$ cat config.mk
export PLATFORM = sky130hd
export DESIGN_NAME = zero_lane_count_pipe_flat
export DESIGN_NICKNAME = d
export VERILOG_FILES = /design/src/rtl/zero_lane_count_pipe_if.sv /design/src/rtl/zero_lane_count_pipe.sv /design/src/flat_wrapper.sv
export SDC_FILE = /design/constraint.sdc
export NUM_CORES = 1
export LEC_CHECK = 0
export CAP_MARGIN = 40
export CORE_MARGIN = 10
export CORE_UTILIZATION = 49
export DETAILED_ROUTE_END_ITERATION = 8
export GPL_ROUTABILITY_DRIVEN = 0
export PLACE_DENSITY = 0.78
export SETUP_SLACK_MARGIN = 0.4
export SYNTH_ARGS = -nofsm -noshare
export SYNTH_HDL_FRONTEND = slang
export SYNTH_SLANG_ARGS = --single-unit
$ cat constraint.sdc
create_clock -name clk -period 2.96 [get_ports clk]
set_clock_uncertainty 0.15 [all_clocks]
set_input_delay 0.592 -clock clk [delete_from_list [all_inputs] [get_ports clk]]
set_output_delay 0.592 -clock clk [all_outputs]
set_load 0.005 [all_outputs]
$ cat src/rtl/zero_lane_count_pipe_if.sv
// Handshake bundle for zero_lane_count_pipe: a word-stream input side and
// a count-result output side, each with its own valid/ready pair.
interface zero_lane_count_pipe_if #(
  parameter int DATA_W = 32,
  parameter int ACC_W  = 16
);
  logic              in_valid;
  logic              in_ready;
  logic [DATA_W-1:0] in_data;
  logic              in_last;
  logic              in_mode;
  logic              out_valid;
  logic              out_ready;
  logic [ACC_W-1:0]  out_count;
  logic              out_sat;

  // Producer/consumer side: drives the input beat and accepts results
  modport master (
    output in_valid, in_data, in_last, in_mode, out_ready,
    input  in_ready, out_valid, out_count, out_sat
  );

  // Block side: accepts beats and drives results
  modport slave (
    input  in_valid, in_data, in_last, in_mode, out_ready,
    output in_ready, out_valid, out_count, out_sat
  );
endinterface

$ cat src/rtl/zero_lane_count_pipe.sv
// Streaming zero-lane counter. Each DATA_W-bit word is split into LANES
// lanes of LANE_W bits and the all-zero lanes are counted, either per word
// (mode 0) or summed with saturation over a frame (mode 1).
// Pipeline: stage 1 holds the lane-zero vector, stage 2 holds its popcount,
// and the output stage applies the mode and owns the frame accumulator.
// All stages advance together (stall-all) whenever the output can move.
module zero_lane_count_pipe #(
  parameter int DATA_W = 32,
  parameter int LANE_W = 8,
  parameter int ACC_W  = 16
) (
  input logic clk,
  input logic rst,
  zero_lane_count_pipe_if.slave bus
);
  localparam int LANES = DATA_W / LANE_W;
  localparam int CNT_W = $clog2(LANES + 1);

  // Number of set bits in a lane-zero vector
  function automatic logic [CNT_W-1:0] f_popcount(input logic [LANES-1:0] v);
    logic [CNT_W-1:0] c;
    c = '0;
    for (int k = 0; k < LANES; k++) begin
      c = c + CNT_W'(v[k]);
    end
    return c;
  endfunction

  // Saturating add; MSB of the result flags that a clamp happened
  function automatic logic [ACC_W:0] f_sat_add(input logic [ACC_W-1:0] a,
                                               input logic [CNT_W-1:0] b);
    logic [ACC_W:0] s;
    s = {1'b0, a} + (ACC_W + 1)'(b);
    if (s[ACC_W]) begin
      s = {1'b1, {ACC_W{1'b1}}};
    end
    return s;
  endfunction

  logic              w_en;
  logic [LANES-1:0]  w_zero_vec;
  logic [ACC_W:0]    w_add;
  logic [ACC_W-1:0]  w_add_sum;
  logic              w_add_clamp;

  logic              r_s1_valid;
  logic [LANES-1:0]  r_s1_zero;
  logic              r_s1_mode;
  logic              r_s1_last;
  logic              r_s2_valid;
  logic [CNT_W-1:0]  r_s2_cnt;
  logic              r_s2_mode;
  logic              r_s2_last;
  logic              r_out_valid;
  logic [ACC_W-1:0]  r_out_count;
  logic              r_out_sat;
  logic [ACC_W-1:0]  r_acc;
  logic              r_sticky;

  // Whole pipe advances unless a result is being held for the consumer
  assign w_en          = !r_out_valid || bus.out_ready;
  assign bus.in_ready  = w_en;
  assign bus.out_valid = r_out_valid;
  assign bus.out_count = r_out_count;
  assign bus.out_sat   = r_out_sat;

  // Flag each input lane that is entirely zero
  always_comb begin
    w_zero_vec = '0;
    for (int k = 0; k < LANES; k++) begin
      w_zero_vec[k] = (bus.in_data[k*LANE_W +: LANE_W] == {LANE_W{1'b0}});
    end
  end

  // Frame sum including the word currently in stage 2
  assign w_add       = f_sat_add(r_acc, r_s2_cnt);
  assign w_add_clamp = w_add[ACC_W];
  assign w_add_sum   = w_add[ACC_W-1:0];

  // Stage 1: capture lane-zero vector and sideband; a missing beat becomes a bubble
  always_ff @(posedge clk) begin
    if (rst) begin
      r_s1_valid <= 1'b0;
      r_s1_zero  <= '0;
      r_s1_mode  <= 1'b0;
      r_s1_last  <= 1'b0;
    end else if (w_en) begin
      r_s1_valid <= bus.in_valid;
      r_s1_zero  <= w_zero_vec;
      r_s1_mode  <= bus.in_mode;
      r_s1_last  <= bus.in_last;
    end
  end

  // Stage 2: reduce the lane-zero vector to a per-word count
  always_ff @(posedge clk) begin
    if (rst) begin
      r_s2_valid <= 1'b0;
      r_s2_cnt   <= '0;
      r_s2_mode  <= 1'b0;
      r_s2_last  <= 1'b0;
    end else if (w_en) begin
      r_s2_valid <= r_s1_valid;
      r_s2_cnt   <= f_popcount(r_s1_zero);
      r_s2_mode  <= r_s1_mode;
      r_s2_last  <= r_s1_last;
    end
  end

  // Output stage: emit per-word counts, accumulate frames, hold result while stalled
  always_ff @(posedge clk) begin
    if (rst) begin
      r_out_valid <= 1'b0;
      r_out_count <= '0;
      r_out_sat   <= 1'b0;
      r_acc       <= '0;
      r_sticky    <= 1'b0;
    end else if (w_en) begin
      if (r_s2_valid) begin
        if (!r_s2_mode) begin
          // Per-word result; a partial frame sum stays untouched
          r_out_valid <= 1'b1;
          r_out_count <= ACC_W'(r_s2_cnt);
          r_out_sat   <= 1'b0;
        end else if (!r_s2_last) begin
          // Mid-frame beat: fold into the sum, produce nothing
          r_out_valid <= 1'b0;
          r_acc       <= w_add_sum;
          r_sticky    <= r_sticky | w_add_clamp;
        end else begin
          // Frame end: emit the sum and start the next frame from zero
          r_out_valid <= 1'b1;
          r_out_count <= w_add_sum;
          r_out_sat   <= r_sticky | w_add_clamp;
          r_acc       <= '0;
          r_sticky    <= 1'b0;
        end
      end else begin
        r_out_valid <= 1'b0;
      end
    end
  end
endmodule

$ cat src/flat_wrapper.sv
// flat-port wrapper written by rule: the top's interface ports become plain ports
module zero_lane_count_pipe_flat 
#(
  parameter int DATA_W = 32,
  parameter int LANE_W = 8,
  parameter int ACC_W  = 16
)
  (clk, rst, bus_in_valid, bus_in_data, bus_in_last, bus_in_mode, bus_out_ready, bus_in_ready, bus_out_valid, bus_out_count, bus_out_sat);
  zero_lane_count_pipe_if #(.DATA_W(DATA_W), .ACC_W(ACC_W)) bus_i ();
  input logic clk;
  input logic rst;
  input wire logic [$bits(bus_i.in_valid)-1:0] bus_in_valid;
  input wire logic [$bits(bus_i.in_data)-1:0] bus_in_data;
  input wire logic [$bits(bus_i.in_last)-1:0] bus_in_last;
  input wire logic [$bits(bus_i.in_mode)-1:0] bus_in_mode;
  input wire logic [$bits(bus_i.out_ready)-1:0] bus_out_ready;
  output wire logic [$bits(bus_i.in_ready)-1:0] bus_in_ready;
  output wire logic [$bits(bus_i.out_valid)-1:0] bus_out_valid;
  output wire logic [$bits(bus_i.out_count)-1:0] bus_out_count;
  output wire logic [$bits(bus_i.out_sat)-1:0] bus_out_sat;
  assign bus_i.in_valid = bus_in_valid;
  assign bus_i.in_data = bus_in_data;
  assign bus_i.in_last = bus_in_last;
  assign bus_i.in_mode = bus_in_mode;
  assign bus_i.out_ready = bus_out_ready;
  assign bus_in_ready = bus_i.in_ready;
  assign bus_out_valid = bus_i.out_valid;
  assign bus_out_count = bus_i.out_count;
  assign bus_out_sat = bus_i.out_sat;
  zero_lane_count_pipe #(.DATA_W(DATA_W), .LANE_W(LANE_W), .ACC_W(ACC_W)) u_core (.clk(clk), .rst(rst), .bus(bus_i));
endmodule
==> impl_results.md, run 1 <==
* RSZ-0062 raised after global routing: false
* Final Setup Violations at 0
* Flops & latches, synth at 48
* Clk pin slew, worst setup/hold paths at 0.09 ns
* DR WL/cell at 16.1 um
* Worst VDD drop at 0.351 mV
* Post-Syn Instances at 275
* # port buffers at 56
* Via count at 2238
* Seq/Total Area, Yosys at 41.7%
* Yosys top cell by area: dfxtp_1
* Startpoint Class: primary input
* Final HPWL DP at 4800 um
* Critical path depth in cells at 4
* WP data required at 2.22 ns
* First-pass GRT wire length at 10800 um
* Pins over their slew limit at 0
* RR Startpoint: u_core.r_s2_cnt[0]
* # rows at 24
* Post-synth EDFFs at 0
* R2R Path End: u_core.r_acc[5]
* IO Pins at 57
* Area contributors post-synth: dfxtp_1 42%, a21oi_1 7.6%, nand2_1 7.3%
* Clk_lat worst skew at 0.30 ns
* Final cycle utilization of the critical path at 83.6%
* Fmax at 0.404 GHz
* Overflow after GRT at 0
* Reg2reg setup slack at 0.58 ns
* Layout cell share with drive strength beyond 1 at 9.14%
* Clock root cell: clkbuf_8
* Worst endpoint data arrival time at 1.73 ns
* R2r worst-path depth at 8
* Crit path buffers/inverters at 3
* Antenna violations before repair at 0
* Final Hold Viols at 0
* WL final at 6290 um
* Maxcap violations at 0
* Antenna Nets Post-Route at 0
* Critical path origin: bus_out_ready
* Crit Path Category: in -> out
* Mapped Area at 2300 um^2
* Area growth from synthesis to layout at 35.6%
* Detailed Route Iter0 Violations at 197
* Inserted Diodes at 0
* Post-route insts no fill at 391
* Die area at 7840 um^2
* Synth top cells by count: 48 x dfxtp_1, 45 x nand2_1, 35 x a21oi_1
* Setup TNS at 0 ns
* Clock Sink Count at 48
* Worst path cell trace: clkdlybuf4s50_1, nor2b_1, inv_2, clkdlybuf4s50_1
* Distinct cells, synth at 49
* Largest net degree at the start of global routing at 26
* DRC violations left at 0
* Average size of a mapped cell at 8.37 um^2
* Post-layout net count at 383
* Htree depth at 2
* PD cells at 446 nW/um^2
* Overall Global Routing Usage at 17.2%
* Num CTS Buffers at 5
* Vias per inst at 5.72
* CTS Hold Bufs at 0
* Die Width at 88.5 um
* Dominant synthesized flop cell: dfxtp_1
* CTS Buffer Depth at 2
* Status: completed
* Initial Utilization at 51.8%
* Vias in the first global route at 2275
* Router iterations before antenna repair at 4
* CP dominant cell by count: clkdlybuf4s50_1
* Crit path largest cell delay at 0.52 ns
* DP Cell Count at 381
* Asr flop ratio synth at 0%
* Core area at 4440 um^2
* Crit path capture: bus_in_ready
* Yosys Warn Count at 0
* CTS tree: done
* HP Class: reg -> reg
* Min Tclk post-route at 2.48 ns
* Headroom to the max-slew limit at 60.5%
* Worst Setup End Kind: output port
* Worst-Margin Slew at 0.590 ns
* Count leader, synth: dfxtp_1
* Top delay family on crit path: buffers and inverters
* Slowest stage cell, crit path: clkdlybuf4s50_1
* Leak Pwr at 1.13 nW
* Worst Path Max Fanout at 8
* Top cell type's share of synthesized area at 41.7%
* Die H at 88.5 um
* Mapped Nets at 320
-- flip-flops by register name, indices dropped and copies added, names as in the netlist --
register	cells
u_core.r_s1_mode	1
u_core.r_acc	16
u_core.bus.out_count	16
u_core.r_s2_mode	1
u_core.r_s2_cnt	3
u_core.r_s1_last	1
u_core.bus.out_valid	1
u_core.r_s1_zero	4
u_core.r_s2_last	1
u_core.r_sticky	1
u_core.r_s2_valid	1
u_core.r_s1_valid	1
u_core.bus.out_sat	1
-- kinds of logic after synthesis --
family | after synthesis | share of synthesized area [%]
multiplexers | 1 | 0.435
AO/OA/AOI/OAI | 84 | 22.7
buffers and inverters | 17 | 3.21
XOR/XNOR | 10 | 3.80
AND/OR/NAND/NOR | 108 | 23.7
flip-flops | 48 | 41.7
adder cells (fa/ha/maj) | 7 | 4.46
-- area by class of cell --
type / count / area, um^2
fillers: 358 / 1320
multi-input cells: 210 / 1270
flip-flops and latches: 48 / 961
repair buffers: 68 / 651
clock inverters: 3 / 90.1
clock buffers: 5 / 68.8
well taps: 52 / 65.1
inverters: 5 / 18.8
-- worst min path at each step --
stage | to | slack [ns] | startpoint | depth (start not counted)
global route | u_core.bus.out_count[12] | 0.31 | u_core.bus.out_count[12] | 2
floorplan | u_core.r_s1_last | 0.28 | u_core.r_s1_last | 2
global placement | u_core.bus.out_count[12] | 0.28 | u_core.bus.out_count[12] | 2
CTS | u_core.bus.out_count[12] | 0.29 | u_core.bus.out_count[12] | 2
finish | u_core.bus.out_count[12] | 0.29 | u_core.bus.out_count[12] | 2
detailed placement | u_core.bus.out_count[12] | 0.28 | u_core.bus.out_count[12] | 2
-- timing repair --
item | CTS | global route
gates resized for setup | 0 | 0
buffers inserted | 0 | 2
setup endpoints to repair | 0 | 1
-- cell usage in the layout (no fill, tap or decap), types with 3 or more instances in the layout --
cell type and n:
nand3_1 11, a221o_1 3, a311oi_1 3, clkbuf_8 5, buf_4 12, clkdlybuf4s50_1 56
ha_1 5, xnor2_1 9, nor2_1 17, nor4_1 8, dfxtp_1 48, nor3b_1 3
a21o_1 3, a22o_1 6, inv_1 4, nor3_1 6, o21ai_0 10, a31oi_1 4
bufinv_16 3, nand2_1 45, a21oi_1 35, o21ai_1 8
-- routing by layer --
metal	share of wire (%)	routed length, um	track usage [%]	vias to the layer above
met5	0	0	0	-
met4	1.4	87	6.61	0
met3	6.7	423	4.41	10
met2	47	2940	27.9	69
met1	45	2840	21.2	1037
li1	-	-	-	1122
-- power by group --
| group | switching, mW | internal (mW) | leakage, nW |
|---|---|---|---|
| sequential | 0.00516 | 0.650 | 0.388 |
| combinational | 0.0325 | 0.0552 | 0.666 |
| clock | 0.227 | 0.422 | 0.0784 |
-- stage by stage --
step / hold WS, ns / util (%) / setup WS [ns] / instance area [um^2] / total power, mW
after floorplan: 0.282 / - / 0.729 / 2300 / 0.695
after global placement: 0.275 / 66.3 / 0.484 / 2950 / 0.756
after detailed placement: 0.279 / 66.3 / 0.464 / 2950 / 0.758
after CTS: 0.292 / 69.9 / 0.475 / 3110 / 1.40
after global routing: 0.313 / 70.2 / 0.415 / 3120 / 1.43
final: 0.288 / 70.2 / 0.485 / 3120 / 1.39
-- worst register-to-register path, cell delays in order, from the launching register on --
cell and delay (ns):
dfxtp_1 0.36, ha_1 0.21, fa_1 0.24, a21oi_1 0.09, buf_4 0.16, or4_4 0.47, nor2_4 0.22, o21ai_1 0.13
a221oi_2 0.26
No activity file was read; power rests on OpenSTA's default activity.
==> run 2: changes to the inputs <==
Settings changed: CORE_UTILIZATION 49 to 44, PLACE_DENSITY 0.78 to 0.73.
Clock period 2.96 ns to 2.26 ns, I/O delays scaled along.
==> impl_results.md, run 2 (synthesized netlist as in run 1, its figures left out) <==
* Status: completed
* R2r worst-path depth at 5
* Clock Sink Count at 48
* CTS Buffer Depth at 2
* # port buffers at 56
* Die H at 92.3 um
* Pre-CTS setup slack at -0.135 ns
* Worst endpoint data arrival time at 2.09 ns
* Setup WS post-layout at 0.213 ns
* Clk_lat worst skew at 0.30 ns
* Num CTS Buffers at 5
* WL final at 6770 um
* Final Core Density at 69.0%
* RR Startpoint: u_core.r_s2_cnt[1]
* Router iterations before antenna repair at 4
* Headroom to the max-slew limit at 73.6%
* Overall Global Routing Usage at 16.1%
* CTS tree: done
* Startpoint Class: flop
* Overflow after GRT at 0
* Post-layout net count at 413
* Min Tclk post-route at 2.05 ns
* Commonest non-fill, non-tap cell in the layout: clkdlybuf4s50_1
* Worst-Margin Slew at 0.393 ns
* Core area at 5070 um^2
* Clk pin slew, worst setup/hold paths at 0.09 ns
* CTS Hold Bufs at 0
* Inserted Diodes at 0
* Leak Pwr at 1.29 nW
* Fmax at 0.489 GHz
* Initial Utilization at 45.4%
* Hold Path Depth at 2
* PD cells at 433 nW/um^2
* Metal3 WL at 491 um
* Final Hold Viols at 0
* Largest net degree at the start of global routing at 19
* HP Start: u_core.bus.out_count[12]
* Final cycle utilization of the critical path at 90.6%
* Antenna violations before repair at 0
* Filler cell count at 424
* Pins over their slew limit at 0
* IO Pins at 57
* Vias per inst at 5.45
* Area growth from synthesis to layout at 52.1%
* HP Class: reg -> reg
* First-pass GRT wire length at 11500 um
* Detailed Route Iter0 Violations at 213
* WP data required at 2.31 ns
* Crit Path Category: reg -> reg
* Final Setup Violations at 0
* Die Width at 92.3 um
* Antenna Nets Post-Route at 0
* Most frequent cells in the layout: 55 x clkdlybuf4s50_1, 44 x nand2_1, 43 x dfxtp_1
* Routed wl met2 at 3270 um
* DRC violations left at 0
* Die area at 8530 um^2
* Reg2reg setup slack at 0.21 ns
* Metal-1 WL at 2970 um
* Total Power at 1.52 mW
* Critical path origin: u_core.r_s2_cnt[1]
* # rows at 26
* Highest metal used: met4
* DR WL/cell at 15.4 um
* Htree depth at 2
* Vias in the first global route at 2352
* Final HPWL DP at 5000 um
* DP Cell Count at 419
* Worst Path Max Fanout at 4
* Worst VDD drop at 0.250 mV
* Clock root cell: clkbuf_8
* Via count at 2393
* Post-route insts no fill at 439
* RSZ-0062 raised after global routing: true
* Maxcap violations at 0
* Worst Setup End Kind: flop
* Layout cell share with drive strength beyond 1 at 25.5%
-- run 2: cell types whose count changed in the layout (fill, tap and decap cells not counted), sizes merged --
cell           delta
clkbuf            +2
buf              +31
bufinv            -3
clkinvlp          +1
clkdlybuf4s50     -1
-- run 2: path summary, 6_finish.rpt --
check	end
worst min register to register	u_core.bus.out_count[12]
worst min-delay path	u_core.bus.out_count[12]
worst max-delay path	u_core.bus.out_count[9]
worst max register to register	u_core.bus.out_count[9]
-- run 2: what timing repair did --
action	CTS	global route
setup endpoints to repair	34	34
pin swaps	18	9
buffers inserted	7	5
resized for setup	29	13
-- run 2: per-layer routing --
metal	track usage, %	up-vias
met3	5.49	7
met2	26.1	77
met1	20.0	1118
li1	-	1191
met5	0	-
met4	3.98	0
-- run 2: through the flow --
step                      hold slack (ns)  instance area (um^2)  TNS [ns]
after floorplan                     0.282                  2360         0
after global placement              0.277                  3180    -0.568
after detailed placement            0.289                  3180    -0.689
after CTS                           0.301                  3410         0
after global routing                0.324                  3500         0
final                               0.299                  3500         0
-- run 2: cell type report --
| cell class | count | area (um^2) | area share [%] |
|---|---|---|---|
| clock inverters | 1 | 7.51 | 0.214 |
| flip-flops and latches | 48 | 967 | 27.6 |
| multi-input cells | 210 | 1440 | 41.2 |
| repair buffers | 98 | 890 | 25.4 |
| inverters | 5 | 18.8 | 0.536 |
| well taps | 70 | 87.6 | 2.50 |
| clock buffers | 7 | 86.3 | 2.47 |
-- run 2: report_power, final --
group	internal, mW	leakage (nW)	switching [mW]
sequential	0.851	0.390	0.00705
clock	0.249	0.0445	0.283
combinational	0.0790	0.852	0.0461
-- run 2: critical path, cell delays in order (launching register included) --
cell	delay, ns
dfxtp_2	0.36
ha_1	0.33
a211oi_4	0.11
or4b_4	0.57
xnor2_1	0.14
a221o_1	0.28
